`config.mk`:
```
export PLATFORM = sky130hd
export DESIGN_NAME = mem_req_arb
export DESIGN_NICKNAME = d
export VERILOG_FILES = /design/src/rtl/mem_req_arb_pkg.sv /design/src/rtl/mem_req_arb_sat.sv /design/src/rtl/mem_req_arb.sv
export SDC_FILE = /design/constraint.sdc
export NUM_CORES = 1
export LEC_CHECK = 0
export ABC_CLOCK_PERIOD_IN_PS = 3100
export BUFFER_PORTS_ARGS = -buffer_cell sky130_fd_sc_hd__buf_2
export CAP_MARGIN = 10
export CORE_MARGIN = 5
export CORE_UTILIZATION = 40
export DETAILED_ROUTE_END_ITERATION = 8
export PLACE_DENSITY = 0.81
export SYNTH_ARGS = -nofsm -noshare
export SYNTH_HDL_FRONTEND = slang
export SYNTH_HIERARCHICAL = 1
export SYNTH_SLANG_ARGS = --single-unit
export TNS_END_PERCENT = 1
```
`constraint.sdc`:
```
create_clock -name clk -period 3.1 [get_ports clk]
set_input_delay 0.775 -clock clk [delete_from_list [all_inputs] [get_ports clk]]
set_output_delay 0.775 -clock clk [all_outputs]
set_load 0.005 [all_outputs]
```
`src/rtl/mem_req_arb_pkg.sv`:
```
// Shared encodings for the dcache request arbiter: FSM states, owner ids
// and byte-mask constants.
package mem_req_arb_pkg;

  typedef enum logic [1:0] {
    IDLE = 2'd0,
    REQ  = 2'd1,
    WAIT = 2'd2
  } state_t;

  localparam int   NUM_PORTS   = 2;
  localparam logic OWNER_PIPE  = 1'b0;
  localparam logic OWNER_CACOP = 1'b1;

  localparam logic [3:0] WT_NONE = 4'b0000;
  localparam logic [3:0] WT_BYTE = 4'b0001;
  localparam logic [3:0] WT_HALF = 4'b0011;
  localparam logic [3:0] WT_WORD = 4'b1111;

endpackage

```
`src/rtl/mem_req_arb_sat.sv`:
```
// Saturating up-counter with synchronous clear; at_limit flags count == LIMIT.
module sat_counter #(
  parameter int WIDTH = 4,
  parameter int LIMIT = 4
) (
  input  logic clk,
  input  logic aresetn,
  input  logic inc,
  input  logic clr,
  output logic at_limit
);

  logic [WIDTH-1:0] count_reg;

  assign at_limit = (count_reg == WIDTH'(LIMIT));

  always_ff @(posedge clk) begin
    if (!aresetn || clr) begin
      count_reg <= '0;
    end else if (inc && !at_limit) begin
      count_reg <= count_reg + 1'b1;
    end
  end

endmodule

```
`src/rtl/mem_req_arb.sv`:
```
// Single-outstanding arbiter between pipeline loads/stores (port 0) and CACOP
// requests (port 1) for the shared dcache port; routes the response to its owner.
module mem_req_arb
  import mem_req_arb_pkg::*;
#(
  parameter int STARVE_LIMIT = 4
) (
  input  logic        clk,
  input  logic        aresetn,
  input  logic        flush_by_exception,
  input  logic        p0_valid,
  output logic        p0_ready,
  input  logic        p0_op,
  input  logic [3:0]  p0_write_type,
  input  logic [31:0] p0_addr,
  input  logic [31:0] p0_wdata,
  input  logic        p0_is_atom,
  output logic        p0_resp_valid,
  input  logic        p1_valid,
  output logic        p1_ready,
  input  logic [4:0]  p1_code,
  input  logic [31:0] p1_addr,
  output logic        p1_resp_valid,
  output logic [31:0] resp_rdata,
  output logic        dc_valid,
  input  logic        dc_ready,
  output logic        dc_op,
  output logic [3:0]  dc_write_type,
  output logic [31:0] dc_addr,
  output logic [31:0] dc_wdata,
  output logic        dc_is_atom,
  output logic        dc_cacop_en,
  output logic [4:0]  dc_cacop_code,
  input  logic        dc_resp_valid,
  input  logic [31:0] dc_rdata
);

  state_t      state_reg, state_next;
  logic        owner_reg;
  logic        discard_reg, discard_next;
  logic        op_reg;
  logic [3:0]  wt_reg;
  logic [31:0] addr_reg;
  logic [31:0] wdata_reg;
  logic        atom_reg;
  logic [4:0]  code_reg;

  logic        grant0, grant1;
  logic        p0_req;
  logic        kill;
  logic        resp_fire, resp_drop;
  logic        starve_at_limit;
  logic [NUM_PORTS-1:0] resp_vec;

  // Only port-0 traffic is subject to exception flush.
  assign kill = flush_by_exception && (owner_reg == OWNER_PIPE);

  sat_counter #(
    .WIDTH (4),
    .LIMIT (STARVE_LIMIT)
  ) u_starve (
    .clk      (clk),
    .aresetn  (aresetn),
    .inc      (grant0 && p1_valid),
    .clr      (grant1 || !p1_valid),
    .at_limit (starve_at_limit)
  );

  always_comb begin
    state_next   = state_reg;
    discard_next = discard_reg;
    grant0       = 1'b0;
    grant1       = 1'b0;
    p0_req       = p0_valid && !flush_by_exception;
    dc_valid     = 1'b0;
    resp_fire    = 1'b0;
    resp_drop    = 1'b0;
    case (state_reg)
      IDLE: begin
        if (p1_valid && (starve_at_limit || !p0_req)) begin
          grant1 = 1'b1;
        end else if (p0_req) begin
          grant0 = 1'b1;
        end
        if (grant0 || grant1) begin
          state_next = REQ;
        end
      end
      REQ: begin
        // A flush beats a same-cycle dc_ready: the request is never issued.
        if (kill) begin
          state_next = IDLE;
        end else begin
          dc_valid = 1'b1;
          if (dc_ready) begin
            state_next = WAIT;
          end
        end
      end
      WAIT: begin
        if (kill) begin
          discard_next = 1'b1;
        end
        if (dc_resp_valid) begin
          resp_fire    = 1'b1;
          resp_drop    = discard_reg || kill;
          discard_next = 1'b0;
          state_next   = IDLE;
        end
      end
      default: state_next = IDLE;
    endcase
    if (!aresetn) begin
      grant0    = 1'b0;
      grant1    = 1'b0;
      dc_valid  = 1'b0;
      resp_fire = 1'b0;
    end
  end

  for (genvar gi = 0; gi < NUM_PORTS; gi++) begin : g_resp
    if (gi == 0) begin : g_pipe
      assign resp_vec[gi] = resp_fire && (owner_reg == 1'(gi)) && !resp_drop;
    end else begin : g_cacop
      assign resp_vec[gi] = resp_fire && (owner_reg == 1'(gi));
    end
  end

  assign p0_ready      = grant0;
  assign p1_ready      = grant1;
  assign p0_resp_valid = resp_vec[0];
  assign p1_resp_valid = resp_vec[1];
  assign resp_rdata    = (|resp_vec) ? dc_rdata : 32'd0;

  assign dc_op         = op_reg;
  assign dc_write_type = wt_reg;
  assign dc_addr       = addr_reg;
  assign dc_wdata      = wdata_reg;
  assign dc_is_atom    = atom_reg;
  assign dc_cacop_en   = owner_reg;
  assign dc_cacop_code = code_reg;

  always_ff @(posedge clk) begin
    if (!aresetn) begin
      state_reg   <= IDLE;
      owner_reg   <= OWNER_PIPE;
      discard_reg <= 1'b0;
      op_reg      <= 1'b0;
      wt_reg      <= WT_NONE;
      addr_reg    <= '0;
      wdata_reg   <= '0;
      atom_reg    <= 1'b0;
      code_reg    <= '0;
    end else begin
      state_reg   <= state_next;
      discard_reg <= discard_next;
      if (grant0) begin
        owner_reg <= OWNER_PIPE;
        op_reg    <= p0_op;
        wt_reg    <= p0_write_type;
        addr_reg  <= p0_addr;
        wdata_reg <= p0_wdata;
        atom_reg  <= p0_is_atom;
        code_reg  <= '0;
      end else if (grant1) begin
        // CACOP requests carry no store payload.
        owner_reg <= OWNER_CACOP;
        op_reg    <= 1'b0;
        wt_reg    <= WT_NONE;
        addr_reg  <= p1_addr;
        wdata_reg <= '0;
        atom_reg  <= 1'b0;
        code_reg  <= p1_code;
      end
    end
  end

endmodule
```
==> impl_metrics.ini, run 1 <==
[floorplanning]
floorplan.initialDensity_pct = 41.16
die_height_um = 102.0
design.die.area_sq_um = 10390
coreArea_sq_um = 8217
die_width_um = 102.0
io_pins = 259
rows = 33

[power]
p_per_area_nw_per_um2 = 441.8
ir_drop_mv = 0.2885
power.switching_fraction_pct = 26.35
pwr-share-comb_pct = 15.8
sequentialPowerShare_pct = 53.9
internal_power_uw = 1589
p_leak_uw = 0.002613
p_switching_uw = 568.3
report.power.total_uw = 2157
pwr-share-clk_pct = 30.3

[global_routing]
grt-ovfl-total = 0
grt_max_degree = 65
number_of_global_route_vias_before_repair = 3214
grt_util_all_layers_pct = 19.49
grt_first_pass_wirelength_um = 16120
grt_antenna_before_repair = 1

[critical_path]
endpoint_arrival_time_on_the_critical_path_ps = 2040
criticalPathCategory = reg -> out
regToRegStartpoint = u_starve/count_reg[0]
timing.critical_path.fanout_max = 32
worst-endpoint-required_ps = 2320
critical_path.startpoint_type = flop
worst_setup_path_end_kind = output pin
crit_path_start = state_reg[1]

[placed_design]
detailed_place_hpwl_um = 8650
detailedPlace.worstSlack_ps = 311.1
routabilityCongestion = 0.7884
io_buffers = 258

[logic_synthesis]
synth_top_cells_by_area = dfxtp_1 49%, a22o_1 9.8%, nand2_1 7.5%
synth.net_count = 527
post_synth_instance_area_sq_um = 3382
syn-mean-instance-area_sq_um = 8.923
ys_ff_latch = 83
synth-async-reset-ratio_pct = 0
yosysTopAreaCellShare_pct = 49.13
synth_enable_flop_cells = 0
post-synth-top-area-cell = dfxtp_1
synth_cells = 379
seq_area_frac_synth_pct = 49.13
ys_dominant_reg_cell = dfxtp_1
yosysWarnings = 6
synth.most_common_cell = dfxtp_1
synth_cell_type_count = 39
synth_top_cells_by_count = 83 x dfxtp_1, 68 x nand2_1, 38 x a22o_1, 35 x and2_1, 34 x a31oi_1

[sta]
fmaxAchievable_mhz = 355.5
max-slew-margin-rel_pct = 61.77
timing_max_transition_violations_final = 0
tightestPinTransition_ps = 573.4
fin_ws_ps = 287.0
hold_viol = 0
timing.final.setup_violations = 0
grt_setup_unrepaired = no
min_period_ps = 2813
clock-skew-final_ps = 6.651
final.setup.tns_ps = 0
final_min_period_over_clock_period_pct = 90.74

[final_layout]
final_core_util_pct = 59.42
drive_above_1_share_pct = 45.56
area_growth_syn_to_layout_pct = 44.36
fin_nets = 773

[hold_path]
min_from = dc_wdata[19]
kind_of_path_behind_the_tightest_hold_check = reg -> reg

[detailed_routing]
met3RoutedLength_um = 1141
drt.antenna.violating_nets = 0
avgViaCountPerCell = 4.897
met1_length_um = 4679
top_layer_used = met4
drt_pre_antenna_iters = 4
detail_route.iter0.violations = 161
wire_per_inst_um = 15.06
total_via_count_after_detailed_routing = 3604
drt_wl_total_um = 11090
drc = 0
met2_wirelength_um = 5148

[cts]
clk_latency_ps = 330
clk_pin_slew_worst_paths_ps = 80
cts.path.max_buffers = 2
post-cts-setup-buffers = 0
tritoncts_clock_tree = built
htreeDepth = 3
cts_sinks = 83
cts-root-buf = clkbuf_8
cts_resized = 0
cts_buffers = 9
cts_hold_repair.buffers = 0

[run_status]
run_status = complete, no violations

[job]
max_cap_viol_count = 0
path summary, 6_finish.rpt:
path                            to  slack [ps]  cells after the start
min                   dc_wdata[19]         480                      1
max                 resp_rdata[27]         290                      5
max reg2reg  u_starve/count_reg[3]         750                      9
min reg2reg           dc_wdata[19]         480                      1
power by group through the flow:
stage | logic [uW] | registers (uW) | clock network, uW
2_1_floorplan | 158 | 1190 | 0
3_3_place_gp | 340 | 1190 | 0
3_5_place_dp | 342 | 1190 | 0
4_1_cts | 343 | 1160 | 684
5_1_grt | 378 | 1170 | 736
6_report | 340 | 1160 | 653
critical path: stages (launching register included):
cell and delay, ps:
dfxtp_1 460, nor2b_1 290, and3_1 230, o21a_2 410, and2_1 200, buf_2 110
through the flow:
| step | hold WS [ps] | std cells | area [sq um] |
|---|---|---|---|
| 2_1_floorplan | 438.5 | 379 | 3382 |
| 3_3_place_gp | 448.9 | 719 | 4717 |
| 3_5_place_dp | 455.5 | 719 | 4717 |
| 4_1_cts | 476.3 | 735 | 4878 |
| 5_1_grt | 486.6 | 736 | 4882 |
| 6_report | 476.5 | 736 | 4882 |
cell usage in the layout (no fill, tap or decap), drive strengths merged, types with 5 or more instances in the layout:
cell type  netlist  routed
a31oi           34      34
a22o            38      38
dfxtp           83      83
nor2             8       8
o21ai           37      37
mux2i            5       5
and2            36      36
buf             16     265
nand2           68      68
inv              8       8
clkbuf          14      11
layer usage:
metal / up-vias / GRT usage (%)
li1: 1826 / -
met1: 1608 / 25.66
met2: 162 / 30.89
met3: 8 / 5.939
met4: 0 / 6.054
met5: - / 0
kinds of logic (layout without fill, tap and decap cells):
logic type	Yosys count	count (layout)	share of synthesized area, %
multiplexers	5	5	1.480
AO/OA/AOI/OAI	121	121	24.68
other	0	1	0
buffers and inverters	38	289	5.143
adder cells (fa/ha/maj)	2	2	0.7398
flip-flops	83	83	49.13
AND/OR/NAND/NOR	130	130	18.83
cell type report:
cell class,instances,area [sq um]
sequential,83,1662
tap,105,131.4
inverter,8,30.03
timing repair buffer,265,1344
multi-input combinational,258,1551
clock inverter,5,30.03
fill,748,3334
clock buffer,11,131.4
antenna,1,2.502
No activity file was read; power rests on OpenSTA's default activity.
==> inputs of run 2 (changes only) <==
- BUFFER_PORTS_ARGS: -buffer_cell sky130_fd_sc_hd__buf_2 -> -buffer_cell sky130_fd_sc_hd__clkbuf_2
==> run 2 against run 1 <==
Net effect:
- critical path depth grew 1
- die area is the same
- final area grew 2.0%
- setup slack gained 34 ps
- highest routed layer unchanged
- hold slack is essentially flat
- global-route usage is essentially flat
- sequential power is essentially flat
- via count grew 1.1%
==> impl_metrics.ini, run 2 (same netlist as run 1, synthesis figures left out) <==
[run_status]
run_status = complete, no violations

[sta]
clock-skew-final_ps = 13.75
hold_viol = 0
min_period_ps = 2779
fmaxAchievable_mhz = 359.8
final_min_period_over_clock_period_pct = 89.65
timing.final.setup_violations = 0
tightestPinTransition_ps = 598.9
final.setup.tns_ps = 0
hold-worst-slack_ps = 476.6
timing_max_transition_violations_final = 0
max-slew-margin-rel_pct = 60.07
grt_setup_unrepaired = no

[detailed_routing]
detail_route.iter0.violations = 174
avgViaCountPerCell = 4.955
wire_per_inst_um = 15.03
drt_wl_total_um = 11050
drt_pre_antenna_iters = 4
total_via_count_after_detailed_routing = 3642
drc = 0
drt.antenna.violating_nets = 0

[final_layout]
area_growth_syn_to_layout_pct = 47.28
most_common_cell_after_layout_fill_and_taps_aside = clkbuf_2
final_core_util_pct = 60.62
n_antenna_cell = 0
mostFrequentLayoutCells = 258 x clkbuf_2, 83 x dfxtp_1, 68 x nand2_1
final_cell_count_no_fill = 735
fin_nets = 773
fin_area_sq_um = 4981
drive_above_1_share_pct = 45.56

[power]
internal_power_uw = 1842
power.switching_fraction_pct = 24.01
p_switching_uw = 582.0
sequentialPowerShare_pct = 48.1
pwr-share-comb_pct = 14.2
ir_drop_mv = 0.2657
pwr-share-clk_pct = 37.6
p_per_area_nw_per_um2 = 486.7
p_leak_uw = 0.002600

[placed_design]
io_buffers = 258
postPlaceCellArea_sq_um = 4742
dp_cells = 719
detailed_place_hpwl_um = 8773
routabilityCongestion = 0.8011

[global_routing]
grt_max_degree = 60
grt-ovfl-total = 0
grt_util_met3_pct = 5.188
number_of_global_route_vias_before_repair = 3334
busiest_layer = met2
globalRouteMet2Util_pct = 31.69
grt_first_pass_wirelength_um = 16190
grt_util_all_layers_pct = 19.46
met1_routing_resource_usage_after_global_routing_pct = 24.98
grt_antenna_before_repair = 0

[cts]
clk_pin_slew_worst_paths_ps = 80
cts-root-buf = clkbuf_8
cts_hold_repair.buffers = 0
cts_buffers = 9
htreeDepth = 3
post-cts-setup-buffers = 0
clk_latency_ps = 340
tritoncts_clock_tree = built
cts_resized = 0
cts_sinks = 83
cts.path.max_buffers = 2

[floorplanning]
floorplan.initialDensity_pct = 41.16
coreArea_sq_um = 8217
die_width_um = 102.0
io_pins = 259
rows = 33
design.die.area_sq_um = 10390
die_height_um = 102.0

[critical_path]
rrSetupSlack_ps = 830
critical_path.startpoint_type = flop
criticalPathCategory = reg -> out
endpoint_arrival_time_on_the_critical_path_ps = 2000
timing.critical_path.fanout_max = 32
worst_setup_path_end_kind = output pin
worst-endpoint-required_ps = 2320

[job]
max_cap_viol_count = 0

[hold_path]
kind_of_path_behind_the_tightest_hold_check = reg -> reg
-- run 2: cell types whose count changed in the layout (fill, tap and decap cells not counted) --
cell        delta
buf_2        -258
clkinv_2       -2
buf_12         +2
o21a_1         +1
clkbuf_1       -1
clkbuf_2     +258
inv_6          +1
clkinvlp_4     -1
bufinv_16      +3
diode_2        -1
buf_4          -2
o21a_2         -1
-- run 2: layout make-up --
| class | count | area, sq um |
|---|---|---|
| Clock inverter | 6 | 111.4 |
| Timing Repair Buffer | 265 | 1369 |
| Tap cell | 105 | 131.4 |
| Clock buffer | 10 | 127.6 |
| Sequential cell | 83 | 1662 |
| Fill cell | 708 | 3236 |
| Inverter | 8 | 30.03 |
| Multi-Input combinational cell | 258 | 1550 |
-- run 2: through the flow --
stage                     setup WS, ps  power [uW]
after floorplan                  632.0        1347
after global placement           458.6        1532
after detailed placement         356.4        1536
after CTS                        323.6        2453
after global routing             138.8        2543
final                            320.9        2424
-- run 2: routing by layer --
metal	up-vias	wire (um)	part of all wire, %
li1	1827	-	-
met2	197	5164	47
met5	-	0	0
met1	1603	4595	42
met4	0	199	1.8
met3	15	1086	9.8
-- run 2: power by group through the flow --
stage	combinational, uW	sequential [uW]	clock [uW]
6_report	345	1170	913
5_1_grt	384	1170	985
4_1_cts	348	1170	938
3_5_place_dp	347	1190	0
3_3_place_gp	343	1190	0
2_1_floorplan	158	1190	0
-- run 2: path summary, 6_finish.rpt --
path	start	end	depth (start not counted)
worst min register to register	dc_write_type[0]	dc_write_type[0]	1
worst max-delay path	state_reg[1]	resp_rdata[30]	6
worst max register to register	u_starve/count_reg[0]	u_starve/count_reg[3]	9
worst min-delay path	dc_write_type[0]	dc_write_type[0]	1
-- run 2: critical path, cell delays in order, from the launching register on --
cell and delay, ps:
dfxtp_1 470, nor2b_1 290, and3_1 230, o21a_1 130
buf_4 240, and2_1 190, clkbuf_2 120
==> inputs of run 3 (changes only) <==
- CORE_ASPECT_RATIO: unset -> 0.5
==> run 3 against run 2 <==
Net effect:
- combinational power hardly changed
- core utilization is 1.5 points higher
- setup slack better by 47 ps
- cell count is 1.2% higher
- global-route usage is 0.17 points lower
- clock skew is 9.0 ps lower
- critical endpoint is now resp_rdata[21]
- clock-buffer cell count is 1 lower
==> impl_metrics.ini, run 3 (same netlist as run 1, synthesis figures left out) <==
[run_status]
run_status = complete, no violations

[detailed_routing]
total_via_count_after_detailed_routing = 3616
met1_length_um = 4686
met2_wirelength_um = 5249
drt.antenna.violating_nets = 0
drt_wl_total_um = 10810
detail_route.iter0.violations = 132
met3RoutedLength_um = 719
avgViaCountPerCell = 4.860
drc = 0
top_layer_used = met4
drt_pre_antenna_iters = 4
wire_per_inst_um = 14.53

[sta]
tightestPinTransition_ps = 488.8
hold_viol = 0
final_min_period_over_clock_period_pct = 88.13
final.setup.tns_ps = 0
grt_setup_unrepaired = no
fmaxAchievable_mhz = 366.0
timing.final.setup_violations = 0
clock-skew-final_ps = 4.770
max-slew-margin-rel_pct = 67.22
min_period_ps = 2732
timing_max_transition_violations_final = 0

[placed_design]
detailed_place_hpwl_um = 8332
routabilityCongestion = 0.8274
io_buffers = 258

[floorplanning]
rows = 23
die_width_um = 140.0
io_pins = 259
die_height_um = 75.02
coreArea_sq_um = 8115
floorplan.initialDensity_pct = 41.67
design.die.area_sq_um = 10510

[power]
p_leak_uw = 0.002628
p_per_area_nw_per_um2 = 498.1
ir_drop_mv = 0.2623

[global_routing]
grt_util_all_layers_pct = 19.29
grt_max_degree = 65
grt_antenna_before_repair = 0
number_of_global_route_vias_before_repair = 3447
grt_first_pass_wirelength_um = 16560
grt-ovfl-total = 0

[cts]
cts_hold_repair.buffers = 0
tritoncts_clock_tree = built
htreeDepth = 3
cts-root-buf = clkbuf_16
cts_resized = 0
clk_latency_ps = 330
cts_sinks = 83
post-cts-setup-buffers = 0
cts_buffers = 9
cts.path.max_buffers = 2
clk_pin_slew_worst_paths_ps = 60

[final_layout]
drive_above_1_share_pct = 45.89
area_growth_syn_to_layout_pct = 48.95
num-fill-cells = 703
fin_nets = 775
final_core_util_pct = 62.07
most_common_cell_after_layout_fill_and_taps_aside = clkbuf_2
n_antenna_cell = 0
mostFrequentLayoutCells = 258 x clkbuf_2, 83 x dfxtp_1, 68 x nand2_1

[critical_path]
crit_path_top_delay_cell = dfxtp_1
worst-endpoint-required_ps = 2320
worst_setup_path_end_kind = output pin
cp_cell_sequence = nor2b_1 -> and3_1 -> o21a_1 -> buf_4 -> and2_1 -> clkbuf_2
path_buf_inv = 2
timing.critical_path.max_delay_family = simple AND/OR/NAND/NOR gates
worst_path_largest_cell_delay_ps = 460
timing.critical_path.fanout_max = 32
critical_path.startpoint_type = flop
endpoint_arrival_time_on_the_critical_path_ps = 1960
criticalPathCategory = reg -> out

[hold_path]
kind_of_path_behind_the_tightest_hold_check = reg -> reg

[job]
max_cap_viol_count = 0
## run 3: final cells by class
class                      instances  area (sq um)  share of cell area (%)
timing repair buffer             267          1371                   27.22
sequential                        83          1662                   32.99
inverter                           8         30.03                  0.5961
clock buffer                       9         225.2                   4.471
clock inverter                     7         58.81                   1.167
multi-input combinational        258          1550                   30.78
tap                              112         140.1                   2.782
## run 3: path summary, 6_finish.rpt
kind | start | slack [ps] | cells past startpoint | end
worst max-delay path | state_reg[1] | 370 | 6 | resp_rdata[21]
worst min register to register | u_starve/count_reg[3] | 470 | 2 | u_starve/count_reg[3]
worst min-delay path | u_starve/count_reg[3] | 470 | 2 | u_starve/count_reg[3]
worst max register to register | u_starve/count_reg[0] | 930 | 10 | u_starve/count_reg[3]
## run 3: layer usage
metal | GRT usage (%) | vias to the layer above
met5 | 0 | -
met4 | 6.660 | 0
met3 | 4.695 | 17
met2 | 32.41 | 150
met1 | 24.94 | 1617
li1 | - | 1832
## run 3: power breakdown
| part | leakage (uW) | internal, uW | switching (uW) | total, uW |
|---|---|---|---|---|
| Combinational | 0.00181 | 177 | 171 | 347 |
| Sequential | 0.000678 | 1130 | 36.3 | 1170 |
| Clock | 0.000139 | 556 | 440 | 996 |
## run 3: stage by stage
step / total power [uW] / hold slack (ps) / cells / instance area, sq um / setup slack, ps
final: 2509 / 474.2 / 744 / 5037 / 368.0
after global routing: 2630 / 487.7 / 744 / 5037 / 168.8
after global placement: 1529 / 449.9 / 728 / 4753 / 514.5
after CTS: 2541 / 477.1 / 744 / 5037 / 345.9
after detailed placement: 1535 / 459.3 / 728 / 4753 / 512.7
after floorplan: 1347 / 438.5 / 379 / 3382 / 632.0
## run 3: worst reg2reg max path: cells and delay by family (launching register included)
kind / cells / cell delay [ps]
compound gates: 2 / 360
buf+inv: 3 / 390
fa+ha+maj: 1 / 220
flops: 1 / 380
simple gates: 4 / 750
